File: src/rtl/ccd_cds_readout_if.sv
// Pixel stream from the CDS readout stage to the frame packer (valid/ready, FWFT head).
interface ccd_cds_readout_if #(
    parameter int unsigned ADC_W = 12
);
    logic [ADC_W-1:0] pix_data;
    logic             pix_first;
    logic             pix_last;
    logic             pix_valid;
    logic             pix_ready;

    modport master (
        output pix_data,
        output pix_first,
        output pix_last,
        output pix_valid,
        input  pix_ready
    );

    modport slave (
        input  pix_data,
        input  pix_first,
        input  pix_last,
        input  pix_valid,
        output pix_ready
    );
endinterface

File: src/rtl/ccd_cds_readout.sv
// Correlated-double-sampling readout: samples reset/signal levels off the CCD phases and queues reset-signal pixels.
// Optional feature: define CCD_CDS_SATURATE_EN to clamp negative differences to 0 instead of wrapping.
module ccd_cds_readout #(
    parameter int unsigned ADC_W        = 12,
    parameter int unsigned PIX_PER_LINE = 64,
    parameter int unsigned SETTLE       = 2,
    parameter int unsigned FIFO_DEPTH   = 4
) (
    input  logic              clk,
    input  logic              rst_n,
    input  logic              phi_p,
    input  logic              phi_r,
    input  logic              phi_l2,
    input  logic [ADC_W-1:0]  adc_data,
    ccd_cds_readout_if.master pix,
    output logic              overflow,
    output logic              line_err
);

    localparam int unsigned CNT_W = $clog2(PIX_PER_LINE + 1);
    localparam int unsigned SET_W = 4;
    localparam int unsigned AW    = (FIFO_DEPTH > 1) ? $clog2(FIFO_DEPTH) : 1;
    localparam int unsigned CW    = AW + 1;

    localparam logic [2:0] S_IDLE     = 3'd0;
    localparam logic [2:0] S_WAIT_R   = 3'd1;
    localparam logic [2:0] S_SETTLE_R = 3'd2;
    localparam logic [2:0] S_WAIT_S   = 3'd3;
    localparam logic [2:0] S_SETTLE_S = 3'd4;

    typedef struct packed {
        logic             first;
        logic             last;
        logic [ADC_W-1:0] data;
    } pix_t;

    // Phase synchronisers, bit order {phi_p, phi_r, phi_l2}
    logic [2:0] ph_q1, ph_q2;
    logic       rise_p_c, fall_r_c, fall_l2_c;

    always_ff @(posedge clk or negedge rst_n) begin
        if (!rst_n) begin
            ph_q1 <= '0;
            ph_q2 <= '0;
        end else begin
            ph_q1 <= {phi_p, phi_r, phi_l2};
            ph_q2 <= ph_q1;
        end
    end

    assign rise_p_c  =  ph_q1[2] & ~ph_q2[2];
    assign fall_r_c  = ~ph_q1[1] &  ph_q2[1];
    assign fall_l2_c = ~ph_q1[0] &  ph_q2[0];

    logic [2:0]       state_q, state_d;
    logic [SET_W-1:0] settle_q, settle_d;
    logic [CNT_W-1:0] cnt_q, cnt_d;
    logic             first_q, first_d;
    logic [ADC_W-1:0] r_lvl_q, r_lvl_d;
    logic             push_c, err_set_c, line_done_c;
    logic [ADC_W-1:0] cds_c;

`ifdef CCD_CDS_SATURATE_EN
    assign cds_c = (adc_data > r_lvl_q) ? '0 : (r_lvl_q - adc_data);
`else
    assign cds_c = r_lvl_q - adc_data;
`endif

    always_ff @(posedge clk or negedge rst_n) begin
        if (!rst_n) state_q <= S_IDLE;
        else        state_q <= state_d;
    end

    // Sampling sequencer; a phi_p rise outside IDLE restarts the line after any same-cycle push
    always_comb begin
        state_d     = state_q;
        settle_d    = settle_q;
        cnt_d       = cnt_q;
        first_d     = first_q;
        r_lvl_d     = r_lvl_q;
        push_c      = 1'b0;
        err_set_c   = 1'b0;
        line_done_c = 1'b0;
        case (state_q)
            S_IDLE: begin
                if (rise_p_c) begin
                    cnt_d   = '0;
                    first_d = 1'b1;
                    state_d = S_WAIT_R;
                end
            end
            S_WAIT_R: begin
                if (fall_r_c) begin
                    settle_d = SET_W'(SETTLE);
                    state_d  = S_SETTLE_R;
                end
            end
            S_SETTLE_R: begin
                if (settle_q == '0) begin
                    r_lvl_d = adc_data;
                    state_d = S_WAIT_S;
                end else begin
                    settle_d = settle_q - SET_W'(1);
                end
            end
            S_WAIT_S: begin
                if (fall_l2_c) begin
                    settle_d = SET_W'(SETTLE);
                    state_d  = S_SETTLE_S;
                end
            end
            S_SETTLE_S: begin
                if (settle_q == '0) begin
                    push_c  = 1'b1;
                    first_d = 1'b0;
                    cnt_d   = cnt_q + CNT_W'(1);
                    if (cnt_q == CNT_W'(PIX_PER_LINE - 1)) begin
                        line_done_c = 1'b1;
                        state_d     = S_IDLE;
                    end else begin
                        state_d = S_WAIT_R;
                    end
                end else begin
                    settle_d = settle_q - SET_W'(1);
                end
            end
            default: state_d = S_IDLE;
        endcase
        if (rise_p_c && (state_q != S_IDLE)) begin
            err_set_c = ~line_done_c;
            cnt_d     = '0;
            first_d   = 1'b1;
            state_d   = S_WAIT_R;
        end
    end

    always_ff @(posedge clk or negedge rst_n) begin
        if (!rst_n) begin
            settle_q <= '0;
            cnt_q    <= '0;
            first_q  <= 1'b0;
            r_lvl_q  <= '0;
        end else begin
            settle_q <= settle_d;
            cnt_q    <= cnt_d;
            first_q  <= first_d;
            r_lvl_q  <= r_lvl_d;
        end
    end

    // FWFT pixel FIFO; a push on a full FIFO is accepted only if the head pops in the same cycle
    pix_t             mem [FIFO_DEPTH];
    logic [AW-1:0]    wr_ptr, rd_ptr;
    logic [CW-1:0]    count_q, count_d;
    logic             valid_q;
    logic             full_c, pop_c, wr_en_c;
    pix_t             wr_pix_c, head_c;

    assign full_c   = (count_q == CW'(FIFO_DEPTH));
    assign pop_c    = valid_q & pix.pix_ready;
    assign wr_en_c  = push_c & (~full_c | pop_c);
    assign wr_pix_c = '{first: first_q,
                        last:  (cnt_q == CNT_W'(PIX_PER_LINE - 1)),
                        data:  cds_c};
    assign head_c   = mem[rd_ptr];

    always_comb begin
        count_d = count_q;
        if (wr_en_c && !pop_c)      count_d = count_q + CW'(1);
        else if (!wr_en_c && pop_c) count_d = count_q - CW'(1);
    end

    always_ff @(posedge clk or negedge rst_n) begin
        if (!rst_n) begin
            for (int i = 0; i < int'(FIFO_DEPTH); i++) mem[i] <= '0;
            wr_ptr   <= '0;
            rd_ptr   <= '0;
            count_q  <= '0;
            valid_q  <= 1'b0;
            overflow <= 1'b0;
            line_err <= 1'b0;
        end else begin
            if (wr_en_c) begin
                mem[wr_ptr] <= wr_pix_c;
                wr_ptr      <= wr_ptr + AW'(1);
            end
            if (pop_c) rd_ptr <= rd_ptr + AW'(1);
            count_q <= count_d;
            valid_q <= (count_d != '0);
            if (push_c && full_c && !pop_c) overflow <= 1'b1;
            if (err_set_c)                  line_err <= 1'b1;
        end
    end

    assign pix.pix_data  = head_c.data;
    assign pix.pix_first = head_c.first;
    assign pix.pix_last  = head_c.last;
    assign pix.pix_valid = valid_q;

endmodule
File: src/flat_wrapper.sv
// flat-port wrapper written by rule: the top's interface ports become plain ports
module ccd_cds_readout_flat 
#(
    parameter int unsigned ADC_W        = 12,
    parameter int unsigned PIX_PER_LINE = 64,
    parameter int unsigned SETTLE       = 2,
    parameter int unsigned FIFO_DEPTH   = 4
)
  (clk, rst_n, phi_p, phi_r, phi_l2, adc_data, overflow, line_err, pix_pix_data, pix_pix_first, pix_pix_last, pix_pix_valid, pix_pix_ready);
  ccd_cds_readout_if #(.ADC_W(ADC_W)) pix_i ();
  input  logic clk;
  input  logic rst_n;
  input  logic phi_p;
  input  logic phi_r;
  input  logic phi_l2;
  input  logic [ADC_W-1:0] adc_data;
  output logic overflow;
  output logic line_err;
  output wire logic [$bits(pix_i.pix_data)-1:0] pix_pix_data;
  output wire logic [$bits(pix_i.pix_first)-1:0] pix_pix_first;
  output wire logic [$bits(pix_i.pix_last)-1:0] pix_pix_last;
  output wire logic [$bits(pix_i.pix_valid)-1:0] pix_pix_valid;
  input wire logic [$bits(pix_i.pix_ready)-1:0] pix_pix_ready;
  assign pix_pix_data = pix_i.pix_data;
  assign pix_pix_first = pix_i.pix_first;
  assign pix_pix_last = pix_i.pix_last;
  assign pix_pix_valid = pix_i.pix_valid;
  assign pix_i.pix_ready = pix_pix_ready;
  ccd_cds_readout #(.ADC_W(ADC_W), .PIX_PER_LINE(PIX_PER_LINE), .SETTLE(SETTLE), .FIFO_DEPTH(FIFO_DEPTH)) u_core (.clk(clk), .rst_n(rst_n), .phi_p(phi_p), .phi_r(phi_r), .phi_l2(phi_l2), .adc_data(adc_data), .pix(pix_i), .overflow(overflow), .line_err(line_err));
endmodule
File: config.mk
export PLATFORM = sky130hd
export DESIGN_NAME = ccd_cds_readout_flat
export DESIGN_NICKNAME = d
export VERILOG_FILES = /design/src/rtl/ccd_cds_readout_if.sv /design/src/rtl/ccd_cds_readout.sv /design/src/flat_wrapper.sv
export SDC_FILE = /design/constraint.sdc
export NUM_CORES = 1
export LEC_CHECK = 0
export CAP_MARGIN = 10
export CORE_ASPECT_RATIO = 0.8
export CORE_MARGIN = 1
export CORE_UTILIZATION = 68
export DETAILED_ROUTE_END_ITERATION = 10
export DONT_BUFFER_PORTS = 1
export GPL_TIMING_DRIVEN = 0
export PLACE_DENSITY = 0.95
export SYNTH_ARGS = -nofsm -noshare
export SYNTH_HDL_FRONTEND = slang
export SYNTH_SLANG_ARGS = --single-unit
File: constraint.sdc
create_clock -name clk -period 6.1 [get_ports clk]
set_input_delay 0.61 -clock clk [delete_from_list [all_inputs] [get_ports clk]]
set_output_delay 0.61 -clock clk [all_outputs]
set_load 0.02 [all_outputs]
==> impl_results.md, run 1 <==
* Number of max-cap violations at 0
* Antenna diode count at 0
* Post-synth ARST share at 100%
* Status: finished clean
* First-pass DRT Iterations at 5
* Net Sw Power at 0.806 mW
* Largest net degree at the start of global routing at 100
* Utilization after layout at roughly three quarters
* Clock tree sinks at 99
* Post-route cell area at 0.00527 mm^2
* CP Data Required Time at 5.49 ns
* Seq/Total Area, Yosys at 50.3%
* Unrepaired setup endpoints after global routing: false
* Final period utilization at a little over half
* Vias at 3,710
* Layout Nets at 519
* Grt ovf at 0
* Syn Inst Count at 468
* Num CTS Buffers at 9
* Detailed-route wire length at 10.9 mm
* DR WL/cell at 19.0 um
* #FFs+latches synth at 99
* DRC at 0
* GP Congestion at around 0.84
* # setup viols final at 0
* Critical path capture point type: output port
* All-Layer GR Usage at 31.2%
* Placed inst area at a little over 0.005 mm^2
* Clock-pin slew on the worst setup and hold paths at approximately 0.10 ns
* PnR worst setup slack at 2.87 ns
* DR vias/cell at 6.49
* Share of power burned in registers at 40.1%
* Reg2reg end: u_core.mem[37]
* Worst-Margin Slew at 0.901 ns
* Min-Delay Path Class: input port to async pin
* Setup TNS at 0 ns
* Register area at ~0.0025 mm^2
* Reg2Reg Launch Point: u_core.r_lvl_q[6]
* Syn. warnings at 0
* Pwr per Cell Area at 390 mW/mm^2
* Worst hold slack at between 0.1 and 0.15 ns
* Core Footprint at 0.00693 mm^2
* Die area at 0.00759 mm^2
* Prevailing post-synth register cell: dfrtp_1
* IO buf count at 0
* Setup bufs post-CTS at 0
* Root Buffer: clkbuf_8
* Die W at 97.1 um
* Internal reg-to-reg setup slack at 3.35 ns
* R2R cell count at 7
* Layout area overhead at 6.96%
* Post-Route Skew at 0.00756 ns
* Starting Density at between 70% and 80%
* Min Tclk post-route at 3.23 ns
* Fill count at 422
* Initial antenna violation count at 0
* IO Pins at 35
* Worst skew pair latency at 0.37 ns
* DRT iter0 DRCs at 264
* Vias in the first global route at 3,706
* Site row count at 27
* Mapped Area at 0.00492 mm^2
* H-Tree Depth at 3
* FMAX at 310 MHz
* Antenna Nets Post-Route at 0
* Final Hold Fails at 0
* Layout cells sized above 1 at 13.2%
* Worst VDD drop at 0.000261 V
* First-pass GRT wire length at about 18 mm
* Sw Share at between 30% and 40%
* Setup CP Type: register to output port
* Longest Clk Path Bufs at 2
* Synth cell types at 57
* Data arrival, critical path at 2.62 ns
* Number of enable flip-flop cells after synthesis at 0
* Slew HR at 40.0%
* Final HPWL from detailed placement at 7.45 mm
* CP Launch Type: register
* Syn nets at between 500 and 600
* Die height at 78.1 um
* Crit-path max FO at 10
* Power share of the clock group at between 20% and 30%
* Area of the multi-input gates at 0.00227 mm^2
* Int Power at 1.24 mW
* Mean Syn Cell Area at 10.5 um^2
* CTS tree: yes
* Max Slew Vio Count at 0
* Combinational power share at 38.5%
* LEAKAGE at 2.38 nW
* Pre-CTS setup slack at 3.14 ns
## power by group through the flow
stage                     sequential (mW)  clock (mW)  combinational [mW]
after floorplan                     0.812           0               0.583
after global placement              0.824           0               0.713
after detailed placement            0.833           0               0.752
after CTS                           0.820       0.441               0.777
after global routing                0.832       0.471               0.874
final                               0.822       0.438               0.790
## timing repair
action / CTS / global route
hold endpoints to repair: 99 / 0
hold buffers: 1 / 0
resized for setup: 0 / 0
## critical path, cell delays in order, from the launching register on
cell and delay [ns]:
dfrtp_1 0.34, clkbuf_1 0.46, buf_1 0.74, mux4_2 0.70
## per-stage QoR
step | instances | power [mW]
after floorplan | 468 | 1.40
after global placement | 555 | 1.54
final | 572 | 2.05
after CTS | 572 | 2.04
after detailed placement | 555 | 1.58
after global routing | 572 | 2.18
## cells in the mapped netlist (all sizes together), types with 3 or more instances
library cell	n	share of area [%]
a21o	5	0.76
xor2	7	1.2
dfrtp	99	50
o21a	3	0.46
mux4	14	6.4
nand3	6	0.61
inv	21	1.6
or3	3	0.38
clkbuf	12	1.1
ha	20	5.1
a211oi	3	0.71
buf	9	0.89
a21oi	17	1.7
and3	3	0.38
a31oi	3	0.38
mux2	7	1.6
xnor2	10	1.8
and2	3	0.41
nor2	17	1.3
o31ai	12	1.8
nand2b	6	0.76
or3b	4	0.71
nor2b	6	0.76
nand2	82	6.5
o21ai	60	6.2
nand4	4	0.51
nor3	7	0.71
nor3b	3	0.46
## placed cells by master (no fill, tap or decap), drive strengths merged, types with 3 or more instances in the layout
master / netlist / layout
a211oi: 3 / 3
a21o: 5 / 5
a21oi: 17 / 17
a31oi: 3 / 3
and2: 3 / 3
and3: 3 / 3
buf: 9 / 10
clkbuf: 12 / 21
dfrtp: 99 / 99
ha: 20 / 20
inv: 21 / 24
mux2: 7 / 7
mux4: 14 / 14
nand2: 82 / 82
nand2b: 6 / 6
nand3: 6 / 6
nand4: 4 / 4
nor2: 17 / 17
nor2b: 6 / 6
nor3: 7 / 7
nor3b: 3 / 3
o21a: 3 / 3
o21ai: 60 / 60
o31ai: 12 / 12
or3: 3 / 3
or3b: 4 / 4
xnor2: 10 / 10
xor2: 7 / 7
## registers in the layout (all words and copies together) (netlist names), 2 cells and up
name,cells
u_core.ph_q1,3
u_core.cnt_q,7
u_core.settle_q,4
u_core.state_q,3
u_core.r_lvl_q,12
u_core.count_q,3
u_core.ph_q2,3
u_core.mem,56
u_core.rd_ptr,2
u_core.wr_ptr,2
## worst max path at each step
stage                          start  cells past startpoint                to
CTS                 u_core.rd_ptr[0]                      3  pix_pix_data[11]
finish              u_core.rd_ptr[0]                      3   pix_pix_data[8]
detailed placement       adc_data[6]                      8    u_core.mem[51]
floorplan           u_core.rd_ptr[0]                      3  pix_pix_data[10]
global route        u_core.rd_ptr[0]                      3  pix_pix_data[11]
global placement         adc_data[6]                      8    u_core.mem[51]
## cell type report
type                       instances  share of cell area, %
multi-input combinational        327                   43.0
timing repair buffer               1                  0.523
tap                               87                   2.07
clock buffer                       9                   2.35
buffer                            21                   1.90
inverter                          21                   1.50
sequential                        99                   47.1
clock inverter                     7                   1.57
## cell families (layout without fill, tap and decap cells)
kind of cell | Yosys count | count (layout) | share of synthesized area [%]
flip-flops | 99 | 99 | 50.3
XOR/XNOR | 17 | 17 | 3.02
adder cells (fa/ha/maj) | 22 | 22 | 5.69
buffers and inverters | 42 | 59 | 3.63
AND/OR/NAND/NOR | 148 | 148 | 14.2
multiplexers | 23 | 23 | 8.41
AO/OA/AOI/OAI | 117 | 117 | 14.7
## metal layers
| layer | vias up | routed length (um) | GRT usage (%) | share of wire (%) |
|---|---|---|---|---|
| met5 | - | 0 | 0 | 0 |
| met4 | 0 | 251 | 12.1 | 2.3 |
| met3 | 29 | 975 | 8.64 | 9.0 |
| met2 | 183 | 5170 | 50.3 | 48 |
| met1 | 1832 | 4480 | 40.9 | 41 |
| li1 | 1666 | - | - | - |
Note: power is estimated with default switching activity, not from simulation.
==> run 2: changes to the inputs <==
- ABC_AREA: unset -> 1
- CORE_UTILIZATION: 68 -> 64
- PLACE_DENSITY: 0.95 -> 0.92
- clock period: 6.1 -> 3.3 ns (I/O delays scaled with it)
==> impl_results.md, run 2 <==
* Share of power burned in registers at 36.6% (-3.5 points)
* All-Layer GR Usage at 29.7% (-1.5 points)
* FMAX at 369 MHz
* Max Slew Vio Count at 0 (unchanged)
* Final Hold Fails at 0 (unchanged)
* Mapped Area at 0.00528 mm^2 (+7.3%)
* Delay-heaviest family, CP: buffers and inverters
* Worst min-delay path startpoint: adc_data[11]
* H-Tree Depth at 3 (unchanged)
* First-pass GRT wire length at 20.2 mm (+11%)
* Vias at 4,566 (+23%)
* Mean Syn Cell Area at 7.91 um^2 (-25%)
* Vias in the first global route at 4,303 (+16%)
* Die area at 0.00862 mm^2 (+14%)
* Syn. warnings at 0 (unchanged)
* IO Pins at 35 (unchanged)
* Setup TNS at 0 ns (unchanged)
* Layout Nets at 723 (+39%)
* Post-synthesis mux area share at 0.213% (-8.2 points)
* LEAKAGE at 3.02 nW (+27%)
* Number of enable flip-flop cells after synthesis at 0 (unchanged)
* Unrepaired setup endpoints after global routing: false
* First-pass DRT Iterations at 5 (unchanged)
* Setup CP Type: register to output port
* Grt ovf at 0 (unchanged)
* Slew HR at 59.0% (+19 points)
* Num CTS Buffers at 9 (unchanged)
* Prevailing post-synth register cell: dfrtp_1
* Detailed-route wire length at 12.2 mm (+12%)
* Crit path largest cell delay at 0.54 ns (-0.20 ns)
* Fill count at 596 (+41%)
* Largest net degree at the start of global routing at 100 (unchanged)
* DRC at 0 (unchanged)
* Final period utilization at 82.2%
* Synth Area in Simple Gates at 28.7% (+15 points)
* Register with the most flip-flops: u_core.mem
* Post-Route Skew at 0.0134 ns (+0.00583 ns)
* Synth cell types at 40 (-30%)
* Reg2Reg Launch Point: u_core.r_lvl_q[0]
* Min Tclk post-route at 2.71 ns
* Starting Density at 66.5% (-4.6 points)
* Syn nets at 707 (+39%)
* Combinational power share at 47.2% (+8.7 points)
* Compound-cell area share of the yosys netlist at 9.76% (-4.9 points)
* # setup viols final at 0 (unchanged)
* Utilization after layout at 71.2% (-4.9 points)
* Synth top area cells: dfrtp_1 47%, nand2_1 15%, o21ai_0 5.8%
* Adder-cell share of the synthesized area at 5.12% (-0.58 points)
* Seq/Total Area, Yosys at 46.9% (-3.4 points)
* Root Buffer: clkbuf_8
* Power share of the clock group at 16.1% (-5.3 points)
* DR WL/cell at 15.3 um (-20%)
* Status: finished clean
* Site row count at 29 (+7.4%)
* Top-count cell post-synth: nand2_1
* Most frequent CP cell: clkbuf_1
* Antenna diode count at 0 (unchanged)
* CTS tree: yes
* Synth top area share at 46.9% (-3.4 points)
* CP Launch Type: register
* Largest family of logic cells by synthesized area: simple AND/OR/NAND/NOR gates
* Data arrival, critical path at 2.38 ns (-0.24 ns)
* Critical path buffer and inverter count at 3 (+1)
* Critical Path Source: u_core.rd_ptr[0]
* Core Footprint at 0.00795 mm^2 (+15%)
* Worst-Margin Slew at 0.624 ns (-0.277 ns)
* XOR/XNOR Fraction of Synth Area at 1.49% (-1.5 points)
* IO buf count at 0 (unchanged)
* Crit-path max FO at 10 (unchanged)
* Crit path cell chain: inv_1 -> clkbuf_1 -> clkbuf_1 -> nor2_1 -> o22ai_1
* Die height at 83.3 um (+6.6%)
* DRT iter0 DRCs at 350 (+33%)
* Worst skew pair latency at 0.37 ns (about the same)
* Antenna Nets Post-Route at 0 (unchanged)
* Clock tree sinks at 99 (unchanged)
* CP max-delay cell: o22ai_1
* Number of max-cap violations at 0 (unchanged)
* Most frequent cells after synthesis: 211 x nand2_1, 99 x dfrtp_1, 67 x inv_1
* Sw Share at 46.6% (+7.3 points)
* Int Power at 2.31 mW (+86%)
* DR vias/cell at 5.73 (-12%)
* #FFs+latches synth at 99 (unchanged)
* Longest Clk Path Bufs at 2 (unchanged)
* Layout area overhead at 7.03% (about the same)
* Top Registers: u_core.mem: 56 flops, u_core.r_lvl_q: 12 flops, u_core.cnt_q: 7 flops
* Syn Inst Count at 668 (+43%)
* Net Sw Power at 2.02 mW (+150%)
* Min-Delay Path Class: input port to register
* Layout cells sized above 1 at 7.11% (-6.1 points)
* Pwr per Cell Area at 766 mW/mm^2 (+97%)
* GP Congestion at 0.865 (+2.8%)
* Final HPWL from detailed placement at 8.58 mm (+15%)
* Die W at 104 um (+6.6%)
* Clock-pin slew on the worst setup and hold paths at 0.09 ns (about the same)
* Post-CTS Resized at 0 (unchanged)
* Worst VDD drop at 0.000447 V (+71%)
* Critical path capture point type: output port
* CP Data Required Time at 2.97 ns (-2.52 ns)
* Most frequent cells in the layout: 211 x nand2_1, 99 x dfrtp_1, 67 x inv_1, 64 x nor2_1, 61 x o21ai_0
* Commonest non-fill, non-tap cell in the layout: nand2_1
* Setup bufs post-CTS at 0 (unchanged)
* Synth area leader: dfrtp_1
* Initial antenna violation count at 0 (unchanged)
* Post-synth ARST share at 100% (unchanged)
* Max FFs per register at 56 (unchanged)
[run 2: cell types whose count changed after synthesis, sizes merged, moves of 8 or more]
cell   change
mux4      -14
inv       +50
o22ai     +14
nand3     +42
xnor2      -8
nor2      +54
o31ai     -12
nand2    +136
[run 2: logic make-up after synthesis]
group | count (synthesis)
flip-flops | 99
XOR/XNOR | 9
AO/OA/AOI/OAI | 96
multiplexers | 1
AND/OR/NAND/NOR | 353
adder cells (fa/ha/maj) | 21
buffers and inverters | 89
[run 2: path summary, 6_finish.rpt]
kind / end / slack, ns / depth (start not counted)
max: pix_pix_data[7] / 0.59 / 5
min: u_core.r_lvl_q[11] / 0.12 / 1
max reg2reg: u_core.mem[34] / 1.21 / 9
min reg2reg: u_core.ph_q2[2] / 0.38 / 0
max in group asynchronous: u_core.r_lvl_q[2] / 2.36 / 2
min in group asynchronous: u_core.mem[16] / 0.58 / 2
[run 2: metrics by stage]
stage	std cells	setup slack [ns]	hold slack, ns	power (mW)	cell area (um^2)
6_report	797	0.587	0.124	4.33	5650
5_1_grt	797	0.589	0.0966	4.66	5650
4_1_cts	797	0.660	0.112	4.31	5650
3_5_place_dp	776	1.06	0.0369	3.58	5420
3_3_place_gp	776	1.15	0.0371	3.49	5420
2_1_floorplan	668	1.59	0.0344	3.10	5280
[run 2: power by group through the flow]
stage | clock [mW] | sequential [mW] | combinational [mW]
after floorplan | 0 | 1.57 | 1.54
after global placement | 0 | 1.59 | 1.90
after detailed placement | 0 | 1.61 | 1.97
after CTS | 0.707 | 1.59 | 2.02
after global routing | 0.749 | 1.61 | 2.29
final | 0.699 | 1.59 | 2.05
[run 2: layer usage]
metal	global-route usage, %	part of all wire (%)	vias up
met3	7.46	9.3	30
met4	9.22	2.1	0
met5	0	0	-
met2	46.5	45	227
met1	41.0	43	2143
li1	-	-	2166
[run 2: what timing repair did]
item / CTS / global route
setup endpoints to repair: 0 / 0
hold buffers: 5 / 0
hold endpoints to repair: 102 / 0
[run 2: layout make-up]
cell class	instances	area [um^2]	share of cell area, %
well taps	108	135	2.39
inverters	71	274	4.85
flip-flops and latches	99	2480	43.8
plain buffers	18	138	2.43
clock buffers	11	131	2.32
repair buffers	5	67.6	1.19
multi-input cells	480	2390	42.3
clock inverters	5	37.5	0.664
==> run 3: changes to the inputs <==
- ABC_AREA: 1 -> 0
- CORE_UTILIZATION: 64 -> 63
- PLACE_DENSITY: 0.92 -> 0.91
- clock period: 3.3 -> 2.8 ns (I/O delays scaled with it)
==> impl_results.md, run 3 (same netlist as run 1, synthesis figures left out) <==
* Largest net degree at the start of global routing at 100 (unchanged)
* Detailed-route wire length at 10.6 mm (-13%)
* Final period utilization at between 90% and 100%
* Pwr per Cell Area at 832 mW/mm^2 (+8.6%)
* CP Launch Type: register
* Initial antenna violation count at 0 (unchanged)
* Layout area overhead at 8.44%
* H-Tree Depth at 3 (unchanged)
* Top Registers: u_core.mem: 56 flops, u_core.r_lvl_q: 12 flops, u_core.cnt_q: 7 flops
* LEAKAGE at 2.40 nW (-21%)
* Final HPWL from detailed placement at 7.42 mm (-13%)
* Layout Nets at 523 (-28%)
* Status: finished clean
* Die height at 81.1 um (-2.6%)
* Starting Density at 65.7% (-0.82 points)
* Slew HR at 51.0% (-8.0 points)
* Longest Clk Path Bufs at 2 (unchanged)
* Root Buffer: clkbuf_8
* Min Tclk post-route at 2.64 ns
* Number of max-cap violations at 0 (unchanged)
* First-pass DRT Iterations at 5 (unchanged)
* Utilization after layout at 71.2% (about the same)
* CP Data Required Time at 3.04 ns (+0.07 ns)
* First-pass GRT wire length at 17.4 mm (-14%)
* Clock tree sinks at 99 (unchanged)
* Crit-path max FO at 10 (unchanged)
* Antenna diode count at 0 (unchanged)
* Die area at 0.00817 mm^2 (-5.2%)
* Register with the most flip-flops: u_core.mem
* Worst VDD drop at 0.000484 V (+8.4%)
* Tot Pwr at 4.44 mW (+2.5%)
* Grt ovf at 0 (unchanged)
* Max Slew Vio Count at 0 (unchanged)
* Commonest non-fill, non-tap cell in the layout: dfrtp_1
* Setup TNS at 0 ns (unchanged)
* Final Hold Fails at 0 (unchanged)
* Setup CP Type: register to register
* Antenna Nets Post-Route at 0 (unchanged)
* Crit path cell chain: inv_1 -> ha_1 -> or3b_2 -> clkbuf_2 -> a211oi_4 -> nand2_2 -> buf_2 -> nand2_1 -> o21ai_0
* GP Congestion at 0.847 (-2.1%)
* Post-Route Skew at 0.0183 ns (+0.00496 ns)
* Vias in the first global route at 3,523 (-18%)
* CTS tree: yes
* # setup viols final at 0 (unchanged)
* Num CTS Buffers at 9 (unchanged)
* FMAX at around 380 MHz
* Pre-CTS setup slack at 0.0874 ns (-0.970 ns)
* Worst skew pair latency at 0.38 ns (about the same)
* DR vias/cell at 6.01 (+4.8%)
* PnR worst setup slack at 0.165 ns (-0.422 ns)
* Most frequent cells in the layout: 99 x dfrtp_1, 77 x nand2_1, 59 x o21ai_0, 21 x inv_1, 20 x ha_1
* Critical path capture point type: register
* Crit path largest cell delay at 0.47 ns (-0.07 ns)
* DRT iter0 DRCs at 200 (-43%)
* IO buf count at 0 (unchanged)
* DRC at 0 (unchanged)
* Min-Delay Path Class: input port to register
* Max FFs per register at 56 (unchanged)
* Unrepaired setup endpoints after global routing: false
* Clock-pin slew on the worst setup and hold paths at 0.11 ns (+0.02 ns)
* Die W at 101 um (-2.7%)
* Site row count at 28 (-3.4%)
* Data arrival, critical path at 2.88 ns (+0.50 ns)
* Worst hold slack at 0.0445 ns (-0.0792 ns)
* Worst-Margin Slew at 0.734 ns (+0.111 ns)
* Core Footprint at 0.00750 mm^2 (-5.7%)
* IO Pins at 35 (unchanged)
* CP max-delay cell: or3b_2
* Vias at 3,567 (-22%)
* DR WL/cell at 17.8 um (+17%)
* Fill count at 541 (-9.2%)
* Layout cells sized above 1 at 13.5% (+6.4 points)
* All-Layer GR Usage at 28.4% (-1.3 points)
==> run 3: changes by cell type in the layout (fill, tap and decap cells not counted), moves of 14 or more <==
cell / delta
nand3_1: -42
mux4_2: +14
o22ai_1: -14
inv_1: -46
nor2_1: -48
nand2_1: -134
==> run 3: what timing repair did <==
action,in CTS,in global routing
hold buffers,5,0
pin swaps,0,1
endpoints found under the setup margin,8,21
setup buffers,0,0
endpoints found under the hold margin,102,0
resized for setup,2,1
==> run 3: path summary, 6_finish.rpt <==
kind                       cells past startpoint           endpoint  slack [ns]          startpoint
setup / recovery                               9      u_core.mem[6]        0.16  u_core.settle_q[0]
hold / removal                                 1  u_core.r_lvl_q[0]        0.04         adc_data[0]
setup reg to reg                               9      u_core.mem[6]        0.16  u_core.settle_q[0]
hold reg to reg                                0    u_core.ph_q2[2]        0.38     u_core.ph_q1[2]
max in group asynchronous                      2  u_core.r_lvl_q[3]        1.97               rst_n
min in group asynchronous                      2     u_core.mem[35]        0.47               rst_n
==> run 3: worst max-delay path: cells and delay by family, from the launching register on <==
kind                     cells  cell delay [ns]
AND/OR/NAND/NOR              3             0.82
AO/OA/AOI/OAI                2             0.55
buffers and inverters        3             0.50
flip-flops                   1             0.42
adder cells (fa/ha/maj)      1             0.19
==> run 3: per-stage QoR <==
stage,cells,instance area [um^2]
detailed placement,573,5050
floorplan,468,4920
finish,594,5340
CTS,594,5330
global route,594,5340
global placement,573,5050
==> run 3: layer usage <==
| layer | up-vias | wire length [um] | track usage [%] | part of all wire [%] |
|---|---|---|---|---|
| li1 | 1670 | - | - | - |
| met3 | 16 | 701 | 7.75 | 6.6 |
| met2 | 120 | 5060 | 44.7 | 48 |
| met5 | - | 0 | 0 | 0 |
| met1 | 1761 | 4670 | 38.1 | 44 |
| met4 | 0 | 157 | 10.9 | 1.5 |
==> run 3: area by class of cell <==
cell class	count	area, um^2	share of cell area (%)
flip-flops and latches	99	2480	46.4
inverters	21	78.8	1.48
well taps	105	131	2.46
clock buffers	9	124	2.32
clock inverters	7	80.1	1.50
plain buffers	21	108	2.02
repair buffers	5	67.6	1.27
multi-input cells	327	2270	42.5
==> run 3: power breakdown <==
| part | switching [mW] | internal (mW) | total (mW) |
|---|---|---|---|
| sequential | 0.157 | 1.63 | 1.79 |
| combinational | 1.06 | 0.668 | 1.73 |
| clock | 0.568 | 0.355 | 0.923 |
